<file path="config.mk">
export PLATFORM = sky130hd
export DESIGN_NAME = cpu_ctrl_fsm_flat
export DESIGN_NICKNAME = d
export VERILOG_FILES = /design/src/rtl/cpu_ctrl_pkg.sv /design/src/rtl/cpu_ctrl_fsm_if.sv /design/src/rtl/cpu_ctrl_fsm_instr_decode.sv /design/src/rtl/cpu_ctrl_fsm.sv /design/src/flat_wrapper.sv
export SDC_FILE = /design/constraint.sdc
export NUM_CORES = 1
export LEC_CHECK = 0
export BUFFER_PORTS_ARGS = -buffer_cell sky130_fd_sc_hd__buf_2
export CORE_ASPECT_RATIO = 0.8
export CORE_UTILIZATION = 45
export DETAILED_ROUTE_END_ITERATION = 10
export HOLD_SLACK_MARGIN = 0.05
export PLACE_DENSITY_LB_ADDON = 0.25
export SETUP_SLACK_MARGIN = 0.02
export SYNTH_ARGS = -nofsm -noshare
export SYNTH_HDL_FRONTEND = slang
export SYNTH_SLANG_ARGS = --single-unit
</file>
<file path="constraint.sdc">
create_clock -name clk -period 2.6 [get_ports clk]
set_input_delay 0.39 -clock clk [delete_from_list [all_inputs] [get_ports clk]]
set_output_delay 0.39 -clock clk [all_outputs]
set_load 0.01 [all_outputs]
</file>
<file path="src/rtl/cpu_ctrl_pkg.sv">
// Shared encodings for the fetch/decode/execute/writeback controller:
// opcodes, ALU ops, FSM states, instruction field positions and the decoded-instruction bundle.
package cpu_ctrl_pkg;

  localparam logic [3:0] OP_NOP  = 4'h0;
  localparam logic [3:0] OP_ADD  = 4'h1;
  localparam logic [3:0] OP_SUB  = 4'h2;
  localparam logic [3:0] OP_AND  = 4'h3;
  localparam logic [3:0] OP_OR   = 4'h4;
  localparam logic [3:0] OP_XOR  = 4'h5;
  localparam logic [3:0] OP_ADDI = 4'h6;
  localparam logic [3:0] OP_LI   = 4'h7;
  localparam logic [3:0] OP_BEQ  = 4'h8;
  localparam logic [3:0] OP_JMP  = 4'h9;
  localparam logic [3:0] OP_HALT = 4'hF;

  localparam logic [2:0] ALU_ADD    = 3'd0;
  localparam logic [2:0] ALU_SUB    = 3'd1;
  localparam logic [2:0] ALU_AND    = 3'd2;
  localparam logic [2:0] ALU_OR     = 3'd3;
  localparam logic [2:0] ALU_XOR    = 3'd4;
  localparam logic [2:0] ALU_PASS_B = 3'd7;

  localparam int OP_MSB  = 15;
  localparam int OP_LSB  = 12;
  localparam int RD_MSB  = 11;
  localparam int RD_LSB  = 9;
  localparam int RS1_MSB = 8;
  localparam int RS1_LSB = 6;
  localparam int RS2_MSB = 5;
  localparam int RS2_LSB = 3;
  localparam int IMM_MSB = 5;
  localparam int IMM_LSB = 0;
  localparam int TGT_MSB = 7;
  localparam int TGT_LSB = 0;

  typedef enum logic [2:0] {
    S_FETCH     = 3'd0,
    S_DECODE    = 3'd1,
    S_EXECUTE   = 3'd2,
    S_WRITEBACK = 3'd3,
    S_HALT      = 3'd4
  } state_e;

  typedef struct packed {
    logic [2:0] rd;
    logic [2:0] rs1;
    logic [2:0] rs2;
    logic [7:0] imm;
    logic [7:0] tgt;
    logic [2:0] alu_op;
    logic       alu_src_imm;
    logic       wb_sel;
    logic       writes_reg;
    logic       is_branch;
    logic       is_jump;
    logic       is_halt;
    logic       is_illegal;
  } dec_t;

  function automatic logic [7:0] sext6(input logic [5:0] v);
    return {{2{v[5]}}, v};
  endfunction

endpackage

</file>
<file path="src/rtl/cpu_ctrl_fsm_if.sv">
// Instruction-fetch port: controller (master) issues req/addr, memory (slave) returns ack/rdata.
interface cpu_ctrl_fsm_if #(parameter int PC_W = 8);
  logic            imem_req;
  logic [PC_W-1:0] imem_addr;
  logic            imem_ack;
  logic [15:0]     imem_rdata;

  modport master (output imem_req, imem_addr, input imem_ack, imem_rdata);
  modport slave  (input imem_req, imem_addr, output imem_ack, imem_rdata);
endinterface

</file>
<file path="src/rtl/cpu_ctrl_fsm_instr_decode.sv">
// Purely combinational instruction decode from the IR; every control field is a
// function of the instruction word alone so it holds steady for the whole instruction.
module instr_decode
  import cpu_ctrl_pkg::*;
(
  input  logic [15:0] ir,
  output dec_t        dec
);
  logic [3:0] op;
  assign op = ir[OP_MSB:OP_LSB];

  always_comb begin
    dec     = '0;
    dec.rd  = ir[RD_MSB:RD_LSB];
    dec.rs1 = ir[RS1_MSB:RS1_LSB];
    dec.rs2 = ir[RS2_MSB:RS2_LSB];
    dec.imm = sext6(ir[IMM_MSB:IMM_LSB]);
    dec.tgt = ir[TGT_MSB:TGT_LSB];
    case (op)
      OP_NOP:  ;
      OP_ADD:  begin dec.alu_op = ALU_ADD; dec.writes_reg = 1'b1; end
      OP_SUB:  begin dec.alu_op = ALU_SUB; dec.writes_reg = 1'b1; end
      OP_AND:  begin dec.alu_op = ALU_AND; dec.writes_reg = 1'b1; end
      OP_OR:   begin dec.alu_op = ALU_OR;  dec.writes_reg = 1'b1; end
      OP_XOR:  begin dec.alu_op = ALU_XOR; dec.writes_reg = 1'b1; end
      OP_ADDI: begin dec.alu_op = ALU_ADD; dec.alu_src_imm = 1'b1; dec.writes_reg = 1'b1; end
      OP_LI: begin
        dec.alu_op      = ALU_PASS_B;
        dec.alu_src_imm = 1'b1;
        dec.wb_sel      = 1'b1;
        dec.writes_reg  = 1'b1;
      end
      // Equality test is a subtract; the FSM looks at alu_zero.
      OP_BEQ:  begin dec.alu_op = ALU_SUB; dec.is_branch = 1'b1; end
      OP_JMP:  dec.is_jump = 1'b1;
      OP_HALT: dec.is_halt = 1'b1;
      default: dec.is_illegal = 1'b1;
    endcase
  end
endmodule

</file>
<file path="src/rtl/cpu_ctrl_fsm.sv">
// Multi-cycle FETCH/DECODE/EXECUTE/WRITEBACK controller; owns the PC and IR and
// drives register-file addressing and ALU control decoded from the IR.
module cpu_ctrl_fsm
  import cpu_ctrl_pkg::*;
#(
  parameter int              PC_W     = 8,
  parameter logic [PC_W-1:0] RESET_PC = '0
) (
  input  logic                  clk,
  input  logic                  rst_n,
  cpu_ctrl_fsm_if.master        imem,
  output logic [2:0]            read_reg1,
  output logic [2:0]            read_reg2,
  output logic [2:0]            write_reg,
  output logic                  reg_write,
  output logic [2:0]            alu_op,
  output logic                  alu_src_imm,
  output logic [7:0]            imm,
  output logic                  wb_sel,
  input  logic                  alu_zero,
  output logic                  halted,
  output logic                  illegal
);
  state_e          state_q, state_d;
  logic [PC_W-1:0] pc_q, pc_d;
  logic [15:0]     ir_q, ir_d;
  logic            illegal_q, illegal_d;
  dec_t            dec;
  logic [PC_W-1:0] br_off;

  instr_decode u_dec (.ir(ir_q), .dec(dec));

  assign br_off = PC_W'($signed(dec.imm));

  always_ff @(posedge clk or negedge rst_n) begin
    if (!rst_n) begin
      state_q   <= S_FETCH;
      pc_q      <= RESET_PC;
      ir_q      <= '0;
      illegal_q <= 1'b0;
    end else begin
      state_q   <= state_d;
      pc_q      <= pc_d;
      ir_q      <= ir_d;
      illegal_q <= illegal_d;
    end
  end

  always_comb begin
    state_d   = state_q;
    pc_d      = pc_q;
    ir_d      = ir_q;
    illegal_d = illegal_q;
    case (state_q)
      S_FETCH: if (imem.imem_ack) begin
        ir_d    = imem.imem_rdata;
        pc_d    = pc_q + PC_W'(1);
        state_d = S_DECODE;
      end
      S_DECODE: state_d = S_EXECUTE;
      S_EXECUTE: begin
        // pc already points past the branch, so the offset is relative to pc_next.
        if (dec.is_branch && alu_zero) pc_d = pc_q + br_off;
        if (dec.is_jump) pc_d = PC_W'(dec.tgt);
        if (dec.is_illegal) illegal_d = 1'b1;
        if (dec.is_halt)         state_d = S_HALT;
        else if (dec.writes_reg) state_d = S_WRITEBACK;
        else                     state_d = S_FETCH;
      end
      S_WRITEBACK: state_d = S_FETCH;
      S_HALT:      state_d = S_HALT;
      default:     state_d = S_FETCH;
    endcase
  end

  // Request is gated by rst_n so it drops the moment reset asserts.
  assign imem.imem_req  = rst_n && (state_q == S_FETCH);
  assign imem.imem_addr = pc_q;
  assign read_reg1      = dec.rs1;
  assign read_reg2      = dec.rs2;
  assign write_reg      = dec.rd;
  assign reg_write      = (state_q == S_WRITEBACK);
  assign alu_op         = dec.alu_op;
  assign alu_src_imm    = dec.alu_src_imm;
  assign imm            = dec.imm;
  assign wb_sel         = dec.wb_sel;
  assign halted         = (state_q == S_HALT);
  assign illegal        = illegal_q;
endmodule

</file>
<file path="src/flat_wrapper.sv">
// flat-port wrapper written by rule: the top's interface ports become plain ports
module cpu_ctrl_fsm_flat import cpu_ctrl_pkg::*;
#(
  parameter int              PC_W     = 8,
  parameter logic [PC_W-1:0] RESET_PC = '0
)
  (clk, rst_n, read_reg1, read_reg2, write_reg, reg_write, alu_op, alu_src_imm, imm, wb_sel, alu_zero, halted, illegal, imem_imem_req, imem_imem_addr, imem_imem_ack, imem_imem_rdata);
  cpu_ctrl_fsm_if #(.PC_W(PC_W)) imem_i ();
  input  logic clk;
  input  logic rst_n;
  output logic [2:0] read_reg1;
  output logic [2:0] read_reg2;
  output logic [2:0] write_reg;
  output logic reg_write;
  output logic [2:0] alu_op;
  output logic alu_src_imm;
  output logic [7:0] imm;
  output logic wb_sel;
  input  logic alu_zero;
  output logic halted;
  output logic illegal;
  output wire logic [$bits(imem_i.imem_req)-1:0] imem_imem_req;
  output wire logic [$bits(imem_i.imem_addr)-1:0] imem_imem_addr;
  input wire logic [$bits(imem_i.imem_ack)-1:0] imem_imem_ack;
  input wire logic [$bits(imem_i.imem_rdata)-1:0] imem_imem_rdata;
  assign imem_imem_req = imem_i.imem_req;
  assign imem_imem_addr = imem_i.imem_addr;
  assign imem_i.imem_ack = imem_imem_ack;
  assign imem_i.imem_rdata = imem_imem_rdata;
  cpu_ctrl_fsm #(.PC_W(PC_W), .RESET_PC(RESET_PC)) u_core (.clk(clk), .rst_n(rst_n), .imem(imem_i), .read_reg1(read_reg1), .read_reg2(read_reg2), .write_reg(write_reg), .reg_write(reg_write), .alu_op(alu_op), .alu_src_imm(alu_src_imm), .imm(imm), .wb_sel(wb_sel), .alu_zero(alu_zero), .halted(halted), .illegal(illegal));
endmodule
</file>
== Word-level counts from Yosys, hierarchy flattened ==
Index checks and enable logic that the tools add are counted.

* Add/sub/neg operators: 2
* Equal/unequal tests: 16
* Mux-type cells: 15
* Bitwise logic cells: 1
* Reductions and logical operators: 12

{| class="wikitable"
|+ Operator list
! operator !! number
|-
| 8-bit two-way mux || 3
|-
| 4-bit by 3-bit == test with 1-bit output (second input constant) || 4
|-
| 8-bit case mux with 2 select lines || 1
|-
| 3-bit case mux with 5 select lines || 1
|-
| 4-bit == test (second input constant) || 3
|-
| 3-bit case mux with 4 select lines || 1
|-
| 11-bit OR reduction || 1
|-
| 8-bit by 1-bit adder with 8-bit output (second input constant) || 1
|-
| 8-bit adder || 1
|-
| 4-bit by 2-bit == test with 1-bit output (second input constant) || 2
|-
| 7-bit OR reduction || 1
|-
| 3-bit by 2-bit == test with 1-bit output (second input constant) || 2
|-
| 1-bit two-way mux || 6
|-
| 3-bit two-way mux || 2
|-
| 4-bit by 1-bit == test with 1-bit output (second input constant) || 1
|-
| 4-bit zero test || 1
|-
| 2-bit AND reduction || 2
|-
| 2-bit OR reduction || 2
|-
| 3-bit by 1-bit == test with 1-bit output (second input constant) || 1
|-
| 3-bit == test (second input constant) || 1
|-
| 3-bit zero test || 1
|-
| 3-bit by 1-bit inequality test with 1-bit output (second input constant) || 1
|-
| 3-bit AND reduction || 1
|-
| 1-bit logical AND || 2
|-
| 4 further kinds || 4
|}

* Register bits after elaboration: 28
* Word-level logic and storage cells: 50

== Longest topological paths before layout ==
* Depth in word-level cells: 6
* Depth in mapped cells: 8

== By module ==
Synthesis repeated with hierarchy kept, for this count alone.

* Cells, all modules: 202
* Area, all modules: 1,959.4 µm²

{| class="wikitable"
|+ By module, submodules not included
! module !! instances !! cells an instance !! area each (µm²) !! sequential area each (µm²)
|-
| cpu_ctrl_fsm || 1 || 157 || 1,645.3 || 700.7
|-
| instr_decode || 1 || 45 || 314.1 || 0.0
|}

== Worst setup path before layout ==
OpenSTA, ideal clock, no wires.

* Path type: register -> register
* Start point: register u_core.pc_q[0], in the netlist u_core.imem.imem_addr[0]
* End point: register u_core.pc_q[4], in the netlist u_core.imem.imem_addr[4]
* Setup time: 0.122 ns
* Arrival time: 1.832 ns
* Setup slack: 0.646 ns
* Stages on the path, launching flop included: 8
* Period minus slack after synthesis: 1.954 ns
* Cell sequence: dfrtp_1 ha_1 fa_1 a211oi_1 nor2_1 nor2_1 o31ai_1 a32o_1

* Cells in the longest elaborated chain, start to end: 4
* Elaborated cells between the ends (all ways): 6
* Classes of those cells: 2 x add/sub; 4 x mux

{| class="wikitable"
|+ Ends and longest elaborated chain
! item !! RTL line !! source
|-
| start, declared || cpu_ctrl_fsm.sv:25 || <nowiki>logic [PC_W-1:0] pc_q, pc_d;</nowiki>
|-
| start signal, assigned || cpu_ctrl_fsm.sv:43 || <nowiki>pc_q <= pc_d;</nowiki>
|-
| 8-bit adder || cpu_ctrl_fsm.sv:63 || <nowiki>if (dec.is_branch && alu_zero) pc_d = pc_q + br_off;</nowiki>
|-
| 8-bit two-way mux || cpu_ctrl_fsm.sv:63 ||
|-
| 8-bit two-way mux || cpu_ctrl_fsm.sv:64 || <nowiki>if (dec.is_jump) pc_d = PC_W'(dec.tgt);</nowiki>
|-
| 8-bit case mux with 2 select lines (*) || cpu_ctrl_fsm.sv:54 || <nowiki>case (state_q)</nowiki>
|}

Mark *: on every way between the ends. The rest lies on a longest branch, timed or not. The select of a mux whose other input is x is not followed.
A chain may end at the register's enable or synchronous reset.

== Worst setup path in the final report ==
Ends and elaborated chain as after synthesis.

==> out/qor.csv <==
metric;value;unit
run status;finished clean;
number of vias in the routed layout;1666;
flip-flop cell with the highest count after synthesis;sky130_fd_sc_hd__dfrtp_1;
GR Util All Layers;0.186;
Setup Buffers After CTS;0;
main combinational cell family by area after synthesis;simple AND/OR/NAND/NOR gates;
kind of start point of the critical path;register;
CTS buffer count;3;
synthesized-area fraction occupied by ao, oa, aoi and oai cells;0.150;
antenna cells;0;
final design utilization;0.530;
number of flops mapped to enable cells by yosys;0;
most used standard cells in the synthesized netlist;36 x sky130_fd_sc_hd__nand2_1, 28 x sky130_fd_sc_hd__dfrtp_1, 19 x sky130_fd_sc_hd__buf_4;
required time of the critical path;2.78;ns
FFs w/ async S/R, synth;1.00;
library cell with the highest instance count after synthesis;sky130_fd_sc_hd__nand2_1;
height of the die;62.2;um
DRT Pass-1 Iters;5;
mean post-synth cell area;9.39;sq um
fraction of synthesized cell area in xor and xnor cells;0.0215;
Synth Warn #;0;
fillers;415;
Synth Area in Adders;0.0589;
first-iteration detailed-routing DRC count;113;
cts-stage hold buffer count;0;
Resize count post-CTS;0;
total length of routed wires;4250;um
P per Cell Area;1410;mW/mm^2
area overhead of the layout relative to synthesis;10.6;%
Fin. Hold Viols;0;
routability cong.;0.815;
Slew @ Worst Pin;0.685;ns
cells after synthesis;217;
CTS max path bufs;2;
Core Rows;21;
multi-input combinational cell area;0.00110;sq mm
Remaining Overflow, GRT;0;
unrepaired setup endpoints after global routing;false;
fraction of synthesized cell area taken by the top area cell type;0.344;
Cell Area, Synth;0.00204;sq mm
Worst setup EP type;register;
Ports;54;
final number of setup-violating endpoints;0;
initial antenna violation count;0;
post-route clock period utilization;0.807;
final critical-path required period;2.10;ns
Static Leak;1.03;nW
proportion of synthesized area in mux cells;0.0896;
Via density;5.41;
residual DRC count;0;
number of input and output port buffers inserted;53;
largest fanout on the critical path;7;
cell type with the highest aggregate area in the netlist;sky130_fd_sc_hd__dfrtp_1;
layout cells sized above 1;0.331;
maximum clock skew at final layout;0.00622;ns
type of the tightest min-delay check;input pin to async pin;
number of synthesized register bits;28;
clock net sink count;28;
sum of negative setup slack;0;ns
critical path class;register to register;
number of nets in the layout;281;
H-tree depth;1;
overall die area;0.00480;sq mm
TritonCTS clock tree;yes;
Antenna Nets Post-Route;0;
max-slew violation count;0;
post-synthesis simple-gate area fraction;0.222;
pin count of the biggest net entering global routing;29;
mean routed wirelength per cell;13.8;um
starting density of the core;0.479;
Core Area;0.00426;sq mm
wire length of the first global-routing pass;7270;um
register area;701;sq um
arrival time at the worst endpoint;2.28;ns
maximum operating frequency;476;MHz
Clk Tree Root Cell;sky130_fd_sc_hd__clkbuf_8;
synthesized net count;246;
max-cap check violation count;0;
clock latency on the worst-skew pair;0.28;ns
post-synthesis cell type count;50;
detailed placer's ending HPWL;3110;um
die extent in x;77.2;um
top post-synthesis cells by area;sky130_fd_sc_hd__dfrtp_1 34%, sky130_fd_sc_hd__buf_4 7.0%, sky130_fd_sc_hd__nand2_1 6.6%;
via count of the first global-routing pass;1433;
sequential element share of the synthesized area;0.344;
CTS clk-pin slew, worst paths;0.10;ns
Max transition margin;0.543;
Peak VDD IR;0.553;mV
where the power goes:
| part | switching, mW | internal, mW |
|---|---|---|
| registers | 0.335 | 0.639 |
| logic | 0.976 | 0.878 |
| clock network | 0.148 | 0.206 |
registers in the layout, summed over array words and instances (netlist names):
register,count
u_core.illegal,1
u_core.state_q,3
u_core.ir_q,16
u_core.imem.imem_addr,8
area by class of cell:
type	instances	share of cell area
timing repair buffer	57	0.131
clock buffer	3	0.0183
multi-input combinational	159	0.490
clock inverter	1	0.0133
inverter	3	0.00499
sequential	28	0.311
tap	57	0.0316
worst paths after layout:
kind,start,slack (ns),depth (start not counted),endpoint
setup / recovery,u_core.imem.imem_addr[0]$_DFFE_PN0P_,0.50,7,u_core.imem.imem_addr[4]$_DFFE_PN0P_
hold / removal,rst_n,0.16,2,u_core.imem.imem_addr[4]$_DFFE_PN0P_
setup reg to reg,u_core.imem.imem_addr[0]$_DFFE_PN0P_,0.50,7,u_core.imem.imem_addr[4]$_DFFE_PN0P_
hold reg to reg,u_core.illegal$_DFFE_PN0P_,0.48,1,u_core.illegal$_DFFE_PN0P_
max in group asynchronous,rst_n,2.16,2,u_core.illegal$_DFFE_PN0P_
min in group clk,imem_imem_rdata[12],0.29,3,u_core.ir_q[12]$_DFFE_PN0P_
cell usage in the layout, fill, tap and decap left out, types with 3 or more instances in the layout:
cell type,count
sky130_fd_sc_hd__clkbuf_8,3
sky130_fd_sc_hd__nand2_1,36
sky130_fd_sc_hd__o21ai_0,12
sky130_fd_sc_hd__mux2_2,10
sky130_fd_sc_hd__dfrtp_1,28
sky130_fd_sc_hd__nor3_1,4
sky130_fd_sc_hd__buf_2,53
sky130_fd_sc_hd__nand2b_1,3
sky130_fd_sc_hd__nor3b_1,5
sky130_fd_sc_hd__buf_4,4
sky130_fd_sc_hd__inv_1,3
sky130_fd_sc_hd__xnor2_1,4
sky130_fd_sc_hd__a211oi_1,3
sky130_fd_sc_hd__ha_1,8
sky130_fd_sc_hd__nand3_1,6
sky130_fd_sc_hd__o21ai_1,3
sky130_fd_sc_hd__mux2i_1,7
sky130_fd_sc_hd__a21oi_1,7
sky130_fd_sc_hd__nor2_1,12
worst max-delay path, cell delays in order (launching register included):
cell                       delay [ns]
sky130_fd_sc_hd__dfrtp_1         0.46
sky130_fd_sc_hd__ha_1            0.27
sky130_fd_sc_hd__fa_1            0.43
sky130_fd_sc_hd__a211oi_1        0.32
sky130_fd_sc_hd__nor2_1          0.09
sky130_fd_sc_hd__nor2_1          0.10
sky130_fd_sc_hd__o31ai_1         0.07
sky130_fd_sc_hd__a32o_1          0.27
metal layers:
| layer | vias to the layer above | part of all wire | global-route usage |
|---|---|---|---|
| met5 | - | 0 | 0 |
| met4 | 0 | 0.0033 | 0.0283 |
| met3 | 2 | 0.060 | 0.0353 |
| met2 | 49 | 0.44 | 0.272 |
| met1 | 792 | 0.50 | 0.287 |
| li1 | 823 | - | - |
metrics by stage:
stage	hold slack [ns]	total power, mW	setup WS (ns)	cells	cell area (sq um)
2_1_floorplan	0.0944	2.53	0.646	217	2040
3_3_place_gp	0.465	2.80	0.568	304	2180
3_5_place_dp	0.466	2.83	0.526	304	2180
4_1_cts	0.164	3.19	0.510	308	2250
5_1_grt	0.183	3.45	0.409	308	2250
6_report	0.161	3.18	0.501	308	2250
cells by family after synthesis:
family | count (synthesis)
AO/OA/AOI/OAI | 45
XOR/XNOR | 5
adder cells (fa/ha/maj) | 9
buffers and inverters | 30
flip-flops | 28
multiplexers | 17
AND/OR/NAND/NOR | 83
Note: power is estimated with default switching activity, not from simulation.
